===== config.mk =====
export PLATFORM = sky130hd
export DESIGN_NAME = alarm_bank
export DESIGN_NICKNAME = d
export VERILOG_FILES = /design/src/rtl/alarm_bank.sv
export SDC_FILE = /design/constraint.sdc
export NUM_CORES = 1
export LEC_CHECK = 0
export ABC_AREA = 1
export ABC_CLOCK_PERIOD_IN_PS = 5600
export BUFFER_PORTS_ARGS = -buffer_cell sky130_fd_sc_hd__buf_2
export CORE_ASPECT_RATIO = 0.5
export CORE_UTILIZATION = 55
export CTS_CLUSTER_SIZE = 14
export DETAILED_ROUTE_END_ITERATION = 10
export HOLD_SLACK_MARGIN = 0.12
export PLACE_DENSITY = 0.8
export SETUP_SLACK_MARGIN = 0.05
export SLEW_MARGIN = 20
export SYNTH_ARGS = -nofsm -noshare
export SYNTH_HDL_FRONTEND = slang
export SYNTH_SLANG_ARGS = --single-unit

===== constraint.sdc =====
create_clock -name clock -period 5.6 [get_ports clock]
set_input_delay 0 -clock clock [delete_from_list [all_inputs] [get_ports clock]]
set_output_delay 0 -clock clock [all_outputs]
set_load 0.02 [all_outputs]

===== src/rtl/alarm_bank.sv =====
// Multi-slot BCD alarm store with load validation, per-minute match
// and a ring / snooze / off sounder state machine.
module alarm_bank #(
  parameter int NUM_ALARMS = 4,
  parameter int SLOT_W     = 2,
  parameter int SNOOZE_MIN = 5,
  parameter int RING_MIN   = 3
) (
  input  logic                  clock,
  input  logic                  reset,
  input  logic                  load_new_alarm,
  input  logic [SLOT_W-1:0]     load_slot,
  input  logic                  load_enable,
  input  logic [3:0]            new_alarm_ms_hr,
  input  logic [3:0]            new_alarm_ls_hr,
  input  logic [3:0]            new_alarm_ms_min,
  input  logic [3:0]            new_alarm_ls_min,
  input  logic [SLOT_W-1:0]     rd_slot,
  input  logic [3:0]            cur_ms_hr,
  input  logic [3:0]            cur_ls_hr,
  input  logic [3:0]            cur_ms_min,
  input  logic [3:0]            cur_ls_min,
  input  logic                  minute_tick,
  input  logic                  snooze_req,
  input  logic                  alarm_off,
  output logic [3:0]            alarm_time_ms_hr,
  output logic [3:0]            alarm_time_ls_hr,
  output logic [3:0]            alarm_time_ms_min,
  output logic [3:0]            alarm_time_ls_min,
  output logic [NUM_ALARMS-1:0] alarm_en_mask,
  output logic                  load_error,
  output logic                  sound_alarm,
  output logic                  snoozing,
  output logic [SLOT_W-1:0]     active_slot
);

  typedef enum logic [1:0] {
    IDLE,
    RINGING,
    SNOOZE
  } state_t;

  state_t      state;
  logic [3:0]  ring_cnt;
  logic [3:0]  snz_cnt;

  logic [15:0] slot_time [NUM_ALARMS];
  logic [15:0] new_time;
  logic [15:0] cur_time;
  logic [15:0] rd_time;

  logic              slot_ok;
  logic              time_ok;
  logic              ld_ok;
  logic              cancel;
  logic              hit;
  logic [SLOT_W-1:0] hit_slot;

  assign new_time = {new_alarm_ms_hr, new_alarm_ls_hr,
                     new_alarm_ms_min, new_alarm_ls_min};
  assign cur_time = {cur_ms_hr, cur_ls_hr,
                     cur_ms_min, cur_ls_min};

  // Tens-of-hours limit also bounds the units digit only when it is 2.
  assign time_ok = (new_alarm_ms_hr <= 4'd2)
                && (new_alarm_ls_hr <= 4'd9)
                && (new_alarm_ms_min <= 4'd5)
                && (new_alarm_ls_min <= 4'd9)
                && !((new_alarm_ms_hr == 4'd2)
                     && (new_alarm_ls_hr > 4'd3));

  assign slot_ok = 32'(load_slot) < NUM_ALARMS;
  assign ld_ok   = slot_ok && time_ok;
  assign cancel  = load_new_alarm && ld_ok
                && (load_slot == active_slot);

  always_ff @(posedge clock or posedge reset) begin
    if (reset) begin
      for (int i = 0; i < NUM_ALARMS; i++) begin
        slot_time[i] <= '0;
      end
      alarm_en_mask <= '0;
      load_error    <= 1'b0;
    end else begin
      load_error <= load_new_alarm && !ld_ok;
      if (load_new_alarm && ld_ok) begin
        slot_time[load_slot]     <= new_time;
        alarm_en_mask[load_slot] <= load_enable;
      end
    end
  end

  assign rd_time = (32'(rd_slot) < NUM_ALARMS)
                 ? slot_time[rd_slot] : '0;

  assign alarm_time_ms_hr  = rd_time[15:12];
  assign alarm_time_ls_hr  = rd_time[11:8];
  assign alarm_time_ms_min = rd_time[7:4];
  assign alarm_time_ls_min = rd_time[3:0];

  // Downward scan so the lowest matching slot is the last one written.
  always_comb begin
    hit      = 1'b0;
    hit_slot = '0;
    for (int i = NUM_ALARMS - 1; i >= 0; i--) begin
      if (alarm_en_mask[i] && (slot_time[i] == cur_time)) begin
        hit      = 1'b1;
        hit_slot = SLOT_W'(i);
      end
    end
  end

  always_ff @(posedge clock or posedge reset) begin
    if (reset) begin
      state       <= IDLE;
      ring_cnt    <= '0;
      snz_cnt     <= '0;
      sound_alarm <= 1'b0;
      snoozing    <= 1'b0;
      active_slot <= '0;
    end else begin
      unique case (state)
        IDLE: begin
          if (!alarm_off && minute_tick && hit) begin
            state       <= RINGING;
            sound_alarm <= 1'b1;
            active_slot <= hit_slot;
            ring_cnt    <= '0;
          end
        end
        RINGING: begin
          if (alarm_off || cancel) begin
            state       <= IDLE;
            sound_alarm <= 1'b0;
            snoozing    <= 1'b0;
            active_slot <= '0;
            ring_cnt    <= '0;
            snz_cnt     <= '0;
          end else if (snooze_req) begin
            state       <= SNOOZE;
            sound_alarm <= 1'b0;
            snoozing    <= 1'b1;
            snz_cnt     <= 4'(SNOOZE_MIN);
          end else if (minute_tick) begin
            if (ring_cnt >= 4'(RING_MIN - 1)) begin
              state       <= IDLE;
              sound_alarm <= 1'b0;
              active_slot <= '0;
              ring_cnt    <= '0;
            end else if (ring_cnt != 4'hF) begin
              ring_cnt <= ring_cnt + 4'd1;
            end
          end
        end
        SNOOZE: begin
          if (alarm_off || cancel) begin
            state       <= IDLE;
            sound_alarm <= 1'b0;
            snoozing    <= 1'b0;
            active_slot <= '0;
            ring_cnt    <= '0;
            snz_cnt     <= '0;
          end else if (minute_tick) begin
            if (snz_cnt <= 4'd1) begin
              state       <= RINGING;
              sound_alarm <= 1'b1;
              snoozing    <= 1'b0;
              snz_cnt     <= '0;
              ring_cnt    <= '0;
            end else begin
              snz_cnt <= snz_cnt - 4'd1;
            end
          end
        end
        default: begin
          state       <= IDLE;
          sound_alarm <= 1'b0;
          snoozing    <= 1'b0;
          active_slot <= '0;
          ring_cnt    <= '0;
          snz_cnt     <= '0;
        end
      endcase
    end
  end

endmodule

== Yosys cells after proc, flatten, opt, wreduce, memory -nomap -nowiden ==
Cells that the tools add are included.
Widths: inputs -> output; s select.

* Add/sub/neg operators: 2
* Equal/unequal tests: 20
* Reduce and logical (&&, ||, !) cells: 26
* Mux-type cells: 62
* Bitwise operators: 3
* $lt $le $gt $ge: 12

{| class="wikitable"
|+ Operator list
! kind !! count
|-
| $bwmux 64 || 1
|-
| $eq 16x16->1 || 4
|-
| $mux 4 || 14
|-
| $mux 16 || 3
|-
| $bmux 16 s2 || 1
|-
| $demux 16 s2 || 1
|-
| $mux 2 || 16
|-
| $pmux 4 s3 || 2
|-
| $mux 1 || 18
|-
| $ne 3x3->1 const B || 6
|-
| $logic_and 1x1->1 || 16
|-
| $ne 4x4->1 const B || 4
|-
| $pmux 2 s3 || 2
|-
| $reduce_and 5->1 || 2
|-
| $le 4x4->1 const B || 2
|-
| $ge 3x3->1 const B || 2
|-
| $not 2->3 || 2
|-
| $pmux 1 s3 || 2
|-
| $reduce_and 6->1 || 1
|-
| $add 4x1->4 const B || 1
|-
| $bwmux 4 || 1
|-
| $eq 4x2->1 const B || 1
|-
| $ge 4x2->1 const B || 1
|-
| $gt 4x2->1 const B || 1
|-
| 18 further kinds || 21
|}

* Output and inout bits: 25
* Input bits: 43
* Flip-flop bits (word level): 83

== Logic depth before layout (Yosys ltp) ==
Gate-level depths: netlist of run 1.

* Depth after elaboration: 10
* Mapped depth: 14
* Depth with buffers taken out: 13

== Worst setup path before layout of run 1 ==
OpenSTA, ideal clock, no wires.

* Path kind: register -> register
* Start: reg snz_cnt[0]
* End: reg snz_cnt[0]
* Data required time: 5524 ps
* Arrival time: 1539 ps
* Path slack: 3985 ps
* Path buffers: 0
* Stages on the path, launching flop included: 10
* Path through: dfrtp_1 inv_1 ha_1 o21ai_0 inv_1 nor2_1 nand4_1 a21oi_1 nand2_1 o21ai_1

* Cells in the longest elaborated chain, start to end: 5

{| class="wikitable"
|+ RTL lines
! element !! RTL line !! text
|-
| from (decl) || 45 || <nowiki>logic [3:0] snz_cnt;</nowiki>
|-
| from (signal assigned) || 143 || <nowiki>snz_cnt <= 4'(SNOOZE_MIN);</nowiki>
|-
| from (signal assigned) || 171 || <nowiki>snz_cnt <= snz_cnt - 4'd1;</nowiki>
|-
| $sub 4x1->4 / $le 4x1->1 (equally long branches) || 171, 164 ||
|-
| $mux 4 (*) || 164 || <nowiki>if (snz_cnt <= 4'd1) begin</nowiki>
|-
| $mux 4 (*) || 163 || <nowiki>end else if (minute_tick) begin</nowiki>
|-
| $mux 4 (*) || 156 || <nowiki>if (alarm_off || cancel) begin</nowiki>
|-
| $pmux 4 s3 (*) || 122 || <nowiki>unique case (state)</nowiki>
|}

Mark *: on every way between the ends. The rest lies on a longest branch, timed or not. The select of a mux whose other input is x is not followed.
A chain may end at the register's enable or synchronous reset.

== Worst setup path after layout of run 1 ==
* Start: in new_alarm_ls_min[1]
* End: reg slot_time[44] in the netlist's numbering

* Cells in the longest elaborated chain, start to end: 4

{| class="wikitable"
|+ RTL lines
! element !! RTL line !! text
|-
| from (decl) || 17 || <nowiki>input logic [3:0] new_alarm_ls_min,</nowiki>
|-
| $le 4x4->1 || 68 || <nowiki>&& (new_alarm_ls_min <= 4'd9)</nowiki>
|-
| $logic_and 1x1->1 || 68 ||
|-
| $logic_and 1x1->1 || 69 || <nowiki>&& !((new_alarm_ms_hr == 4'd2)</nowiki>
|-
| $logic_and 1x1->1 || 86 || <nowiki>if (load_new_alarm && ld_ok) begin</nowiki>
|-
| to (signal, indexed assignment) || 87 || <nowiki>slot_time[load_slot] <= new_time;</nowiki>
|-
| to (decl) || 47 || <nowiki>logic [15:0] slot_time [NUM_ALARMS];</nowiki>
|}

Every way passes these cells.

==> impl_metrics.csv, run 1 <==
group,metric,value,unit
drt,routedWlPerCell,15.6,um
grt,use_met2,51.5,%
placed_design,dpl.cell_count,972,
setup_path,crit_path_end_kind,"flip-flop",
sta,worst_pin_slew,0.795,ns
logic_synthesis,synth_common_cells,"nand2_1 (242), inv_1 (93), dfrtp_1 (83), nor2_1 (73), o21ai_0 (67)",
setup_path,worstPathMaxFanout,31,
finish,fin_cells,1003,
placed_design,post-place-ws,3.46,ns
setup_path,critPathMostFrequentCell,"nand2_1",
drt,drt_iter0_drc,447,
setup_path,cp_cell_sequence,"dlygate4sd3_1, buf_2, o21ai_1, nand2_1, nor2_1, and2_4, nand2_1, inv_2, nand3_2, o21ai_0",
grt,grt_pass1_vias,5058,
cts,numCtsBuffers,9,
floorplan,num_rows,25,
finish,antenna_cells,0,
sta,relSlewSlack,46.9,%
setup_path,path_buf_inv,3,
power_and_ir_drop,power_density,291,mW/mm^2
floorplan,die_h,71.8,um
logic_synthesis,avgSynthCellArea,6.79,sq um
placed_design,postPlaceCellArea,0.00579,sq mm
cts,cts_tree,"done",
cts,cts_sinks,83,
cts,clk_latency,0.33,ns
finish,area_delta_synth_final,17.4,%
setup_path,path_delay_family,"simple AND/OR/NAND/NOR gates",
grt,track_usage,32.8,%
grt,grt_util_met3,8.42,%
logic_synthesis,ys_ff_latch,83,
cts,cts_max_path_buffers,2,
hold_path,hold_path_class,"in2reg",
setup_path,cp.arrival,2.47,ns
setup_path,cp_slowest_cell,"dlygate4sd3_1",
cts,root_buffer,"clkbuf_16",
setup_path,cp-start-kind,"input port",
floorplan,die_area,0.0102,sq mm
sta,min_period_over_period,40.1,%
sta,period_minus_slack,2.25,ns
cts,ctsResizeCount,0,
sta,skew,0.00378,ns
drt,ant_nets,0,
logic_synthesis,async_flop_share,100,%
logic_synthesis,synth_enable_flop_cells,0,
logic_synthesis,ys_top_cells_by_area,"dfrtp_1 (39%), nand2_1 (17%), inv_1 (6.5%), o21ai_0 (6.3%), nor2_1 (5.1%)",
logic_synthesis,synth_top_area_share,38.7,%
logic_synthesis,ys.warnings.count,0,
placed_design,portBuffers,67,
grt,met1_usage,45.8,%
grt,antenna_found_initial,0,
grt,grt_max_degree,84,
finish,final_area,0.00630,sq mm
sta,whs,0.144,ns
job,maxCapViolations,0,
finish,drive_gt1_share,14.7,%
setup_path,worstSetupPathType,"in2reg",
logic_synthesis,synth_most_common_cell,"nand2_1",
sta,fin_setup_tns,0,ns
grt,busiest_layer,"met2",
logic_synthesis,synth_largest_area_cell,"dfrtp_1",
sta,max_freq,445,MHz
placed_design,place.detailed.hpwl,11300,um
drt,via_count,5396,
status,status,"finished clean",
drt,first_pass_iters,5,
grt,grt_pass1_wl,25300,um
logic_synthesis,synth_flop_cell,"dfrtp_1",
floorplan,die_w,142,um
power_and_ir_drop,peakVddDrop,0.000210,V
logic_synthesis,syn_nets,841,
sta,setup_viol,0,
cts,htreeDepth,3,
logic_synthesis,synthesis.instances,790,
floorplan,start_util,56.8,%
sta,fin_ws,3.35,ns
grt,grt_overflow_total,0,
drt,drc,0,
logic_synthesis,ys_seq_area_share,38.7,%
drt,routed_wl,15600,um
logic_synthesis,synth_area,0.00536,sq mm
cts,clk_pin_slew_worst_paths,0.06,ns
logic_synthesis,ys_types,34,
placed_design,place_congestion,0.959,
finish,fillers,839,
setup_path,cp.required,5.82,ns
floorplan,core_area,0.00945,sq mm
sta,drv_slew,0,
power_and_ir_drop,leakage,0.00320,uW
floorplan,io_pins,68,
drt,vias_per_cell,5.38,
sta,rsz0062_at_grt,"no",
finish,nNetsFinal,917,
setup_path,cp_slowest_stage_delay,0.54,ns
sta,hold_viol,0,
-- worst paths after layout --
path,from,endpoint,slack [ns],depth (start not counted)
worst max-delay path,new_alarm_ls_min[1],slot_time[44],3.35,10
worst min-delay path,alarm_off,snoozing,0.14,4
worst max register to register,slot_time[7],ring_cnt[2],3.61,13
worst min register to register,ring_cnt[3],ring_cnt[3],0.47,2
max in group asynchronous,reset,slot_time[21],4.65,4
min in group asynchronous,reset,slot_time[58],0.41,4
-- layout by cell type, fill, tap and decap left out, types with 4 or more instances in the layout --
master,netlist,routed
inv_2,20,20
nand3_4,4,4
nand4_1,22,22
nor2_1,73,73
a21oi_1,30,30
o21ai_0,67,67
dlygate4sd3_1,0,18
clkbuf_16,0,9
xnor2_1,12,12
buf_2,10,67
ha_1,8,8
inv_1,93,92
nand3_1,26,25
nand2_1,242,240
dfrtp_1,83,83
o22ai_1,8,8
nor3_1,6,6
o21ai_1,37,37
nand2_2,6,8
nand3_2,3,4
xor2_1,5,5
-- where the power goes --
group          internal, uW  switching (uW)
logic                   167             321
clock network           428             224
registers               647            47.9
total                  1240             593
-- metal layers --
metal	vias up	part of all wire [%]	wire [um]
met5	-	0	0
met4	0	1.1	178
met3	18	8.4	1310
met2	201	43	6750
met1	2505	47	7370
li1	2672	-	-
-- flip-flops by register name, summed over array words and instances, names as in the netlist --
signal	count
alarm_en_mask	4
sound_alarm	1
active_slot	2
ring_cnt	4
load_error	1
state	2
snz_cnt	4
slot_time	64
snoozing	1
-- worst reg2reg max path, delay by kind of cell (launching register included) --
family	cells	cell delay, ns
buf+inv	1	0.06
simple gates	11	1.33
compound gates	1	0.08
flops	1	0.41
-- kinds of logic after synthesis --
kind of cell	count (synthesis)	share of synthesized area (%)
AND/OR/NAND/NOR	397	32.1
XOR/XNOR	17	2.78
AO/OA/AOI/OAI	149	14.6
buffers and inverters	136	9.89
adder cells (fa/ha/maj)	8	1.87
flip-flops	83	38.7
-- final cells by class --
class	instances	area [sq um]	share of cell area, %
Timing Repair Buffer	88	542	8.60
Tap cell	135	169	2.68
Sequential cell	83	2080	33.0
Multi-Input combinational cell	571	2770	43.9
Inverter	113	425	6.76
Clock inverter	3	90.1	1.43
Clock buffer	10	229	3.64
-- through the flow --
step                      power [uW]  utilization [%]
after floorplan                 1050                -
after global placement          1160             61.2
after detailed placement        1180             61.3
after CTS                       1840             66.6
after global routing            1930             66.7
final                           1840             66.7
-- repair_timing --
item,4_1_cts,5_1_grt
setup buffers,0,0
hold buffers,18,0
hold endpoints to repair,144,0
(Power assumes the default switching activity.)
==> inputs of run 2 (changes only) <==
ABC_CLOCK_PERIOD_IN_PS = 2100   (was 5600)
clock period = 2.1 ns   (was 5.6 ns; I/O delays follow)
==> run 2 against run 1 <==
  * Setup slack lost 3.1 ns
  * Largest cell class unchanged
  * Critical path type is now reg2reg
  * Critical endpoint is now ring_cnt[2]
  * Sequential cell count did not move
  * Clock skew up 0.0028 ns
  * Worst hold slack got worse by 0.0072 ns
  * Cell count up 1.1%
  * Sequential power rose to 2.7 times the previous value
  * Core utilization increased by 0.66 points
  * Global-route usage is 0.22 points lower
  * Non-clock buffer count rose by 8
==> impl_metrics.csv, run 2 (synthesis results as in run 1) <==
group,metric,value,unit
finish,area_delta_synth_final,18.6,%
sta,relSlewSlack,50.5,%
sta,fin_setup_tns,0,ns
floorplan,start_util,56.8,%
placed_design,portBuffers,67,
cts,cts_tree,"done",
finish,largest_reg_flops,64,
drt,drt_iter0_drc,586,
cts,root_buffer,"clkbuf_16",
sta,setup_viol,0,
floorplan,die_area,0.0102,sq mm
grt,grt_max_degree,41,
finish,antenna_cells,0,
setup_path,cp.arrival,2.07,ns
sta,max_freq,544,MHz
placed_design,place.detailed.hpwl,11400,um
placed_design,dpl.cell_count,980,
finish,layout_commonest_cell,"nand2_1",
floorplan,core_area,0.00945,sq mm
cts,numCtsBuffers,9,
hold_path,min_from,"alarm_off",
drt,routed_wl,15900,um
cts,cts_sinks,83,
setup_path,r2r_start,"slot_time[19]",
sta,worst_pin_slew,0.741,ns
power_and_ir_drop,leakage,0.00322,uW
sta,rsz0062_at_grt,"no",
drt,first_pass_iters,5,
cts,clk_pin_slew_worst_paths,0.06,ns
cts,cts_max_path_buffers,2,
grt,grt_pass1_wl,25100,um
cts,clk_latency,0.34,ns
sta,hold_viol,0,
power_and_ir_drop,power_density,768,mW/mm^2
sta,period_minus_slack,1.84,ns
sta,drv_slew,0,
sta,min_period_over_period,87.5,%
floorplan,num_rows,25,
drt,ant_nets,0,
drt,routedWlPerCell,15.7,um
finish,nNetsFinal,925,
status,status,"finished clean",
finish,final_cell_mix,"nand2_1 (242), inv_1 (92), dfrtp_1 (83), nor2_1 (73)",
drt,via_count,5549,
placed_design,place_congestion,0.948,
setup_path,crit_path_end_kind,"flip-flop",
setup_path,worstSetupPathType,"reg2reg",
drt,vias_per_cell,5.47,
floorplan,die_h,71.8,um
finish,fin_cells,1014,
power_and_ir_drop,peakVddDrop,0.000711,V
setup_path,cp.required,2.33,ns
setup_path,worstPathMaxFanout,11,
grt,grt_pass1_vias,5050,
floorplan,io_pins,68,
floorplan,die_w,142,um
hold_path,hold_path_class,"in2reg",
grt,grt_overflow_total,0,
power_and_ir_drop,finalPower,4880,uW
sta,skew,0.00662,ns
setup_path,startpoint,"slot_time[19]",
finish,drive_gt1_share,15.4,%
job,maxCapViolations,0,
grt,track_usage,32.6,%
cts,htreeDepth,3,
drt,drc,0,
finish,regMostFlops,"slot_time",
grt,antenna_found_initial,0,
setup_path,cp-start-kind,"flip-flop",
-- run 2: changes by cell type in the layout (fill, tap and decap cells not counted), sizes merged --
cell      change
clkinvlp      +3
bufinv        -1
buf           +8
clkinv        -1
clkbuf        +2
-- run 2: worst paths after layout --
kind                                 to  slack, ns  cells past startpoint
setup reg to reg            ring_cnt[2]       0.26                     12
max in group asynchronous  slot_time[0]       1.08                      4
min in group asynchronous    snz_cnt[0]       0.34                      3
hold reg to reg             ring_cnt[3]       0.48                      2
hold / removal                 snoozing       0.14                      4
setup / recovery            ring_cnt[2]       0.26                     12
-- run 2: worst max-delay path: stages, from the launching register on --
cell,delay (ns)
dfrtp_1,0.41
nand2_1,0.19
nand2_1,0.08
nor2_1,0.14
nand2_1,0.07
nor2_1,0.11
nand3_1,0.08
nand2_1,0.10
o21ai_2,0.09
nand2_4,0.16
nand3_1,0.15
nand2_1,0.09
nand2_1,0.05
-- run 2: report_power, final --
group	internal, uW	switching, uW	leakage [uW]	total, uW
Sequential	1730	122	0.00114	1850
Clock	1040	644	0.000143	1690
Combinational	475	874	0.00194	1350
Total	3240	1640	0.00322	4880
-- run 2: area by class of cell --
cell class,instances,area [sq um]
fillers,859,3090
multi-input cells,571,2760
flip-flops and latches,83,2080
repair buffers,96,611
inverters,113,428
clock buffers,12,236
well taps,135,169
clock inverters,4,75.1
-- run 2: timing repair --
action / 4_1_cts / 5_1_grt
buffers inserted: 0 / 0
endpoints found under the setup margin: 0 / 5
resized for setup: 0 / 2
hold endpoints to repair: 93 / 0
hold buffers: 18 / 0
-- run 2: per-layer routing --
| metal | share of wire (%) | track usage [%] |
|---|---|---|
| met1 | 46 | 46.0 |
| met2 | 43 | 50.8 |
| met3 | 9.9 | 8.16 |
| met4 | 0.84 | 7.17 |
| met5 | 0 | 0 |
-- run 2: metrics by stage --
| step | instance area [sq um] | util [%] | hold slack [ns] | setup slack (ns) |
|---|---|---|---|---|
| 2_1_floorplan | 5370 | - | 0.106 | 0.485 |
| 3_3_place_gp | 5860 | 62.0 | 0.157 | 0.268 |
| 3_5_place_dp | 5860 | 62.0 | 0.167 | 0.220 |
| 4_1_cts | 6350 | 67.2 | 0.128 | 0.206 |
| 5_1_grt | 6360 | 67.3 | 0.178 | 0.0626 |
| 6_report | 6360 | 67.3 | 0.137 | 0.262 |
